--- config.mk ---
export PLATFORM = sky130hd
export DESIGN_NAME = keypad_scan_ctrl
export DESIGN_NICKNAME = d
export VERILOG_FILES = /design/src/rtl/keypad_pkg.sv /design/src/rtl/keypad_evt_fifo.sv /design/src/rtl/keypad_scan_ctrl.sv
export SDC_FILE = /design/constraint.sdc
export NUM_CORES = 1
export LEC_CHECK = 0
export BUFFER_PORTS_ARGS = -buffer_cell sky130_fd_sc_hd__buf_4
export CORE_AREA = 2 2 106 108
export CTS_CLUSTER_DIAMETER = 60
export DETAILED_ROUTE_END_ITERATION = 10
export DIE_AREA = 0 0 108 110
export PLACE_DENSITY = 0.7
export RECOVER_POWER = 25
export SETUP_SLACK_MARGIN = 0.5
export SYNTH_ARGS = -nofsm -noshare
export SYNTH_HDL_FRONTEND = slang
export SYNTH_SLANG_ARGS = --single-unit
--- constraint.sdc ---
create_clock -name clk -period 3.3 [get_ports clk]
set_input_delay 0.495 -clock clk [delete_from_list [all_inputs] [get_ports clk]]
set_output_delay 0.495 -clock clk [all_outputs]
set_load 0.05 [all_outputs]
--- src/rtl/keypad_pkg.sv ---
// +----------------------------------------------------------------------+
// | keypad_pkg : shared constants, FSM state and event types for the     |
// |              4x4 keypad scan controller.                             |
// | Rev 1.0                                                              |
// +----------------------------------------------------------------------+
`default_nettype none

package keypad_pkg;

  localparam int KEY_ROWS = 4;
  localparam int KEY_COLS = 4;
  localparam int KEY_NUM  = 16;

  typedef enum logic [1:0] {
    IDLE   = 2'd0,
    DRIVE  = 2'd1,
    COMMIT = 2'd2
  } state_t;

  typedef struct packed {
    logic [3:0] code;
    logic       press;
  } evt_t;

endpackage

`default_nettype wire

--- src/rtl/keypad_evt_fifo.sv ---
// +----------------------------------------------------------------------+
// | keypad_evt_fifo : first-word fall-through key event FIFO with a      |
// |                   sticky overflow flag for dropped pushes.           |
// | Rev 1.0                                                              |
// +----------------------------------------------------------------------+
`default_nettype none

module keypad_evt_fifo
  import keypad_pkg::*;
#(
  parameter int DEPTH = 4
) (
  input  logic clk,
  input  logic rst,
  input  logic push,
  input  evt_t push_data,
  input  logic pop,
  output evt_t head,
  output logic empty,
  output logic overflow
);

  localparam int AW = $clog2(DEPTH);

  evt_t        r_mem [DEPTH];
  logic [AW:0] r_wr;
  logic [AW:0] r_rd;
  logic        r_overflow;
  logic        w_full;
  logic        w_do_pop;
  logic        w_do_push;

  // Extra pointer MSB distinguishes full from empty when the indices match.
  assign w_full    = (r_wr[AW] != r_rd[AW]) && (r_wr[AW-1:0] == r_rd[AW-1:0]);
  assign empty     = (r_wr == r_rd);
  assign w_do_pop  = pop && !empty;
  assign w_do_push = push && (!w_full || w_do_pop);
  assign head      = r_mem[r_rd[AW-1:0]];
  assign overflow  = r_overflow;

  always_ff @(posedge clk) begin
    if (rst) begin
      r_wr       <= '0;
      r_rd       <= '0;
      r_overflow <= 1'b0;
      for (int i = 0; i < DEPTH; i++) r_mem[i] <= '0;
    end else begin
      if (w_do_push) begin
        r_mem[r_wr[AW-1:0]] <= push_data;
        r_wr                <= r_wr + 1'b1;
      end
      if (w_do_pop) r_rd <= r_rd + 1'b1;
      if (push && w_full && !w_do_pop) r_overflow <= 1'b1;
    end
  end

endmodule

`default_nettype wire

--- src/rtl/keypad_scan_ctrl.sv ---
// +----------------------------------------------------------------------+
// | keypad_scan_ctrl : 4x4 keypad row scanner, frame debouncer and key   |
// |                    event scheduler. Release events: KEYPAD_RELEASE_EVT_EN |
// | Rev 1.0                                                              |
// +----------------------------------------------------------------------+
`default_nettype none

module keypad_scan_ctrl
  import keypad_pkg::*;
#(
  parameter int SCAN_DIV       = 1000,
  parameter int DEBOUNCE_SCANS = 4,
  parameter int FIFO_DEPTH     = 4
) (
  input  logic                clk,
  input  logic                rst,
  input  logic                en,
  input  logic [KEY_COLS-1:0] COL,
  output logic [KEY_ROWS-1:0] ROW,
  output logic [KEY_NUM-1:0]  key_state,
  output logic                evt_valid,
  input  logic                evt_ready,
  output logic [3:0]          evt_code,
  output logic                evt_press,
  output logic                overflow
);

  localparam int CNT_W = $clog2(SCAN_DIV);

  state_t              r_state;
  logic [1:0]          r_row_idx;
  logic [CNT_W-1:0]    r_dwell;
  logic [3:0]          r_key_idx;
  logic [KEY_ROWS-1:0] r_row_drv;
  logic [KEY_NUM-1:0]  r_raw;
  logic [KEY_NUM-1:0]  r_prev;
  logic [3:0]          r_stable;
  logic [KEY_NUM-1:0]  r_key_state;

  logic                w_match;
  logic [3:0]          w_stable_next;
  logic                w_first;
  logic [3:0]          w_stable_eff;
  logic [KEY_NUM-1:0]  w_prev_eff;
  logic                w_new_val;
  logic                w_change;
  logic                w_push;
  evt_t                w_evt;
  evt_t                w_head;
  logic                w_empty;

  assign w_match       = (r_raw == r_prev);
  assign w_stable_next = !w_match ? 4'd0 :
                         (r_stable == 4'(DEBOUNCE_SCANS)) ? r_stable : r_stable + 4'd1;

  // Cycle 0 of COMMIT decides with the debounce values being written that cycle.
  assign w_first      = (r_key_idx == 4'd0);
  assign w_stable_eff = w_first ? w_stable_next : r_stable;
  assign w_prev_eff   = w_first ? r_raw : r_prev;
  assign w_new_val    = w_prev_eff[r_key_idx];
  assign w_change     = (r_state == COMMIT) && (w_stable_eff == 4'(DEBOUNCE_SCANS))
                        && (w_new_val != r_key_state[r_key_idx]);

`ifdef KEYPAD_RELEASE_EVT_EN
  assign w_push = w_change;
`else
  assign w_push = w_change && w_new_val;
`endif

  assign w_evt = '{code: r_key_idx, press: w_new_val};

  always_ff @(posedge clk) begin
    if (rst) begin
      r_state     <= IDLE;
      r_row_idx   <= 2'd0;
      r_dwell     <= '0;
      r_key_idx   <= 4'd0;
      r_row_drv   <= 4'b1111;
      r_raw       <= '0;
      r_prev      <= '0;
      r_stable    <= 4'd0;
      r_key_state <= '0;
    end else begin
      case (r_state)
        IDLE: begin
          r_row_drv <= 4'b1111;
          if (en) begin
            r_state   <= DRIVE;
            r_row_idx <= 2'd0;
            r_dwell   <= '0;
            r_row_drv <= 4'b1110;
          end
        end
        DRIVE: begin
          if (r_dwell == CNT_W'(SCAN_DIV - 1)) begin
            r_raw[{r_row_idx, 2'b00} +: KEY_COLS] <= ~COL;
            r_dwell <= '0;
            if (r_row_idx == 2'(KEY_ROWS - 1)) begin
              r_state   <= COMMIT;
              r_key_idx <= 4'd0;
              r_row_drv <= 4'b1111;
            end else begin
              r_row_idx <= r_row_idx + 2'd1;
              r_row_drv <= ~(4'b0001 << (r_row_idx + 2'd1));
            end
          end else begin
            r_dwell <= r_dwell + CNT_W'(1);
          end
        end
        COMMIT: begin
          if (w_first) begin
            r_stable <= w_stable_next;
            r_prev   <= r_raw;
          end
          if (w_change) r_key_state[r_key_idx] <= w_new_val;
          if (r_key_idx == 4'd15) r_state <= IDLE;
          else r_key_idx <= r_key_idx + 4'd1;
        end
        default: r_state <= IDLE;
      endcase
    end
  end

  keypad_evt_fifo #(
    .DEPTH (FIFO_DEPTH)
  ) u_fifo (
    .clk       (clk),
    .rst       (rst),
    .push      (w_push),
    .push_data (w_evt),
    .pop       (evt_ready),
    .head      (w_head),
    .empty     (w_empty),
    .overflow  (overflow)
  );

  assign ROW       = r_row_drv;
  assign key_state = r_key_state;
  assign evt_valid = !w_empty;
  assign evt_code  = w_head.code;
  assign evt_press = w_head.press;

endmodule

`default_nettype wire

# Word-level counts from Yosys, hierarchy flattened
# Memories as Yosys holds them, arrays and structs flattened. A register that Yosys moved wholly into a read port is not among the register bits.
# Index checks and enable logic that the tools add are counted.
[totals] ff_bits=81 ramBits=20 in_bits=8 out_inout_bits=27 word_cells=112 mem_count=1
[memory_table] name="u_fifo.r_mem" words=4 word_bits=5 rd=1 rd_clocked_by_memory_dff=1 wr=4 line_no="keypad_evt_fifo.sv:25" text="evt_t r_mem [DEPTH];"
[classes] n_addsub=7 n_lt_le_gt_ge=2 n_eq_ne=18 shift=3 muxes=42 n_bitwise=2 reduce_logical=25
[op_table] operator="16-bit bitwise mux" count=2
[op_table] operator="4-bit 2-to-1 mux" count=8
[op_table] operator="10-bit 2-to-1 mux" count=2
[op_table] operator="2-bit 2-to-1 mux" count=10
[op_table] operator="10-bit case mux with 2 select lines" count=1
[op_table] operator="16-bit == test" count=1
[op_table] operator="16-bit 2-to-1 mux" count=1
[op_table] operator="4-bit case mux with 2 select lines" count=2
[op_table] operator="4-bit by 6-bit variable shift with 16-bit output (first input constant)" count=1
[op_table] operator="4-bit by 6-bit variable part select with 16-bit output" count=1
[op_table] operator="4-bit AND reduction" count=3
[op_table] operator="10-bit by 1-bit adder with 10-bit output (second input constant)" count=1
[op_table] operator="10-bit == test (second input constant)" count=1
[op_table] operator="1-bit 2-to-1 mux" count=10
[op_table] operator="2-bit != test (second input constant)" count=5
[op_table] operator="1-bit logical AND" count=9
[op_table] operator="4-bit by 1-bit adder with 4-bit output (second input constant)" count=2
[op_table] operator="1-bit binary-select mux with 4-bit select" count=2
[op_table] operator="4-bit by 3-bit == test with 1-bit output (second input constant)" count=2
[op_table] operator="4-bit inverter" count=2
[op_table] operator="2-bit AND reduction" count=4
[op_table] operator="3-bit by 1-bit adder with 3-bit output (second input constant)" count=2
[op_table] operator="4-bit negator with 6-bit output" count=1
[op_table] operator="2-bit case mux with 3 select lines" count=1
[op_table] operator="other kinds (20)" count=25

# Logic depth before layout (Yosys ltp)
[depth] ltp_word=14 ltp_mapped=12 depth_no_buf=9

# Hierarchy
# A second synthesis with hierarchy kept.
[hier_totals] cells_unflattened=571 hier_area_um2=5296.3
[modules_own_cells] module="keypad_scan_ctrl" n_inst=1 cells_each=476 area_per_inst_um2=3960.0 seq_area_each_um2=1481.4
[modules_own_cells] module="keypad_evt_fifo" n_inst=1 cells_each=95 area_per_inst_um2=1336.3 seq_area_each_um2=780.7

# Least setup slack after synthesis
# Ideal clock, no wire load.
[synth_path] kind="register -> register" from="register r_key_idx[1]" to="memory u_fifo.r_mem[2][0] (netlist bit), enable pin" setup_time_ns=0.374 t_arrival_ns=3.165 required_ns=2.926 path_slack_ns=-0.239 path_stages_with_launch=13 n_path_buf=3 period_less_slack_ns=3.539 path_cell_list="dfxtp_1 -> clkbuf_1 -> inv_1 -> ha_1 -> or3b_1 -> buf_2 -> mux2i_2 -> a2111oi_4 -> o2111ai_1 -> a211oi_2 -> buf_4 -> nand2_1 -> o21ai_0"
[synth_lines] item="from (decl)" line_no="keypad_scan_ctrl.sv:33" text="logic [3:0] r_key_idx;"
[synth_lines] item="from (signal assigned)" line_no="keypad_scan_ctrl.sv:117" text="else r_key_idx <= r_key_idx + 4'd1;"
[synth_lines] item="to (decl)" line_no="keypad_evt_fifo.sv:25"

==> flow_metrics.py <==
metrics = {
    "placed_design": {
        "dp.cells": 737,
        "post-dp-hpwl_um": 8352,
        "gp_congestion": 0.8092,
        "port_buffers": 34,
        "dpl_worst_slack_ns": 0.03940,
        "placed_area_mm2": 0.005754,
    },
    "sta": {
        "finalSetupViolations": 0,
        "layout_setup_ws_ns": 0.3285,
        "finalHoldViolations": 0,
        "slew_viol_final": 0,
        "maxSlewHeadroom_pct": 42.90,
        "timing.fmax_mhz": 336.5,
        "worstMarginPinSlew_ns": 0.8565,
        "final.period_utilization_pct": 90.04,
        "min_period_ns": 2.971,
        "tns_ns": 0,
        "holdWs_ns": 0.4446,
        "rsz0062_at_grt": "true",
        "finClkSkew_ns": 0.01405,
    },
    "power": {
        "netSwitchingFraction_pct": 25.37,
        "leakagePower_nw": 2.196,
        "p_int_mw": 1.610,
        "combinationalPowerShare_pct": 3.8,
        "powerDensity_mw_per_mm2": 353.6,
        "peakVddDrop_v": 0.0002052,
        "pwr-share-clk_pct": 35.9,
        "p_switching_mw": 0.5471,
        "power.total_mw": 2.157,
        "p_seq_share_pct": 60.4,
    },
    "run_status": {
        "status": "completed",
    },
    "hold_path": {
        "hold_path_class": "input pin to register",
    },
    "synthesis": {
        "synth_top_area_share_pct": 31.41,
        "synthArstFlopShare_pct": 0,
        "netlist_instances": 577,
        "synth_fp_nets": 602,
        "synthTopCellsByCount": "dfxtp_1 (83), nand2_1 (76), nor2_1 (60)",
        "yosysTopAreaCell": "dfxtp_1",
        "syn_area_mm2": 0.005290,
        "synth_warnings": 0,
        "synth.avg_cell_area_um2": 9.168,
        "synth_seq_cells": 103,
        "yosysUniqueCellTypes": 63,
        "seq_area_frac_synth_pct": 42.76,
        "synthTopCellsByArea": "dfxtp_1 (31%), edfxtp_1 (11%), nand2_1 (5.4%)",
        "synth-edff-count": 20,
        "yosysMostFrequentCell": "dfxtp_1",
        "ys.flop_type": "dfxtp_1",
    },
    "detailed_routing": {
        "drc_errors": 0,
        "drt_first_iter_violations": 274,
        "wl_per_cell_um": 16.08,
        "vias": 4403,
        "vias_per_cell": 5.711,
        "firstDrtPassIters": 5,
        "wl_um": 12400,
        "ant_nets": 0,
    },
    "floorplan": {
        "rows": 38,
        "core-area_mm2": 0.01070,
        "start_util_pct": 49.45,
        "die_height_um": 110,
        "io_pins": 35,
        "die_width_um": 108,
        "die_area_mm2": 0.01188,
    },
    "global_route": {
        "antenna_found_initial": 0,
        "grt_first_pass_wirelength_um": 19970,
        "grt_max_degree": 69,
        "first_global_vias": 4143,
        "gr-total-overflow": 0,
        "track_usage_pct": 21.19,
    },
    "clock_network": {
        "htree_levels": 3,
        "numClockSinks": 103,
        "root_buffer": "clkbuf_8",
        "holdBufCountCts": 0,
        "path_clk_slew_ns": 0.11,
        "cts_tree": "done",
        "cts_buffers": 9,
        "clock_latency_ns": 0.38,
        "clock_path_buffers": 2,
    },
    "worst_setup_path": {
        "cp.arrival_ns": 3.05,
        "cp-start-kind": "register",
        "cp_max_fo": 7,
        "required_ns": 3.38,
        "r2r_slack_ns": 0.33,
        "end_kind": "register",
        "crit_type": "register to register",
    },
    "cells_and_area": {
        "layout-area-overhead-vs-synth_pct": 15.30,
        "fin_area_mm2": 0.006100,
        "n_fill_cell": 965,
        "fin_cells": 771,
        "fin_nets": 651,
        "drive_gt1_share_pct": 17.12,
        "diodes": 0,
        "seq_area_mm2": 0.002266,
        "fin_util_pct": 57.02,
        "multiInputGateArea_mm2": 0.002972,
    },
    "run": {
        "cap_violations": 0,
    },
}
==> layer usage <==
layer,vias up,global-route usage (%),part of all wire (%)
met3,15,3.762,4.6
met4,0,6.868,1.7
met2,114,33.74,46
li1,2174,-,-
met1,2100,29.45,48
met5,-,0,0
==> layout by cell type, fill, tap and decap left out, types with 5 or more instances in the layout <==
| cell type | n |
|---|---|
| a211oi_1 | 6 |
| a21oi_1 | 55 |
| a311oi_1 | 9 |
| a31oi_1 | 5 |
| and2_1 | 8 |
| and3_1 | 15 |
| buf_4 | 38 |
| clkbuf_1 | 23 |
| clkbuf_8 | 9 |
| dfxtp_1 | 82 |
| edfxtp_1 | 20 |
| ha_1 | 16 |
| inv_1 | 16 |
| mux2i_1 | 6 |
| mux4_2 | 8 |
| nand2_1 | 73 |
| nand3_1 | 17 |
| nand4_1 | 12 |
| nor2_1 | 60 |
| nor2b_1 | 5 |
| nor3_1 | 18 |
| o21ai_0 | 12 |
| xnor2_1 | 22 |
| xor2_1 | 8 |
==> timing repair <==
action | 4_1_cts | 5_1_grt
resized for setup | 13 | 12
pin swaps | 5 | 6
setup buffers | 12 | 4
gates cloned | 1 | 1
endpoints found under the setup margin | 60 | 53
==> layout make-up <==
class	instances	area share (%)
inverters	18	1.231
multi-input cells	429	48.72
flip-flops and latches	103	37.15
well taps	140	2.872
clock inverters	7	1.108
repair buffers	65	6.892
clock buffers	9	2.031
==> worst paths after layout <==
kind | startpoint | to | cells past startpoint
min | evt_ready | register | 3
max reg2reg | r_stable[0] | u_fifo.r_mem[2][0] | 10
max | r_stable[0] | u_fifo.r_mem[2][0] | 10
min reg2reg | u_fifo.overflow | u_fifo.overflow | 2
==> sequential cells by signal, summed over array words and instances, names as in the netlist, named ones only <==
name and count:
u_fifo.r_mem 20, key_state 16, r_prev 16, r_raw 16, r_dwell 10, ROW 4
r_key_idx 4, r_stable 4, u_fifo.r_rd 3, u_fifo.r_wr 3, r_row_idx 2, r_state 2
u_fifo.overflow 1
==> power by group through the flow <==
stage	combinational (mW)	clock, mW	sequential, mW
finish	0.0814	0.773	1.30
global route	0.0874	0.839	1.30
CTS	0.0811	0.793	1.30
detailed placement	0.0810	0	1.33
global placement	0.0801	0	1.33
floorplan	0.0531	0	1.33
==> worst max-delay path: stages, from the launching register on <==
cell and delay, ns:
dfxtp_1 0.56, inv_1 0.11, ha_1 0.26, nand3b_1 0.24, nand3_4 0.12, a2111oi_4 0.40, o2111ai_2 0.21, a211oi_2 0.31
buf_6 0.17, nand2_4 0.07, o21ai_4 0.24
==> cells by family after synthesis <==
kind of cell,Yosys count,share of synthesized area (%)
AOI/OAI and AO/OA,117,14.66
xor gates and xnor gates,30,4.967
adders and majority gates,17,4.021
buffers and inverters,46,3.879
DFF,103,42.76
muxes,22,7.143
and+or+nand+nor,242,22.56
(Power assumes the default switching activity.)
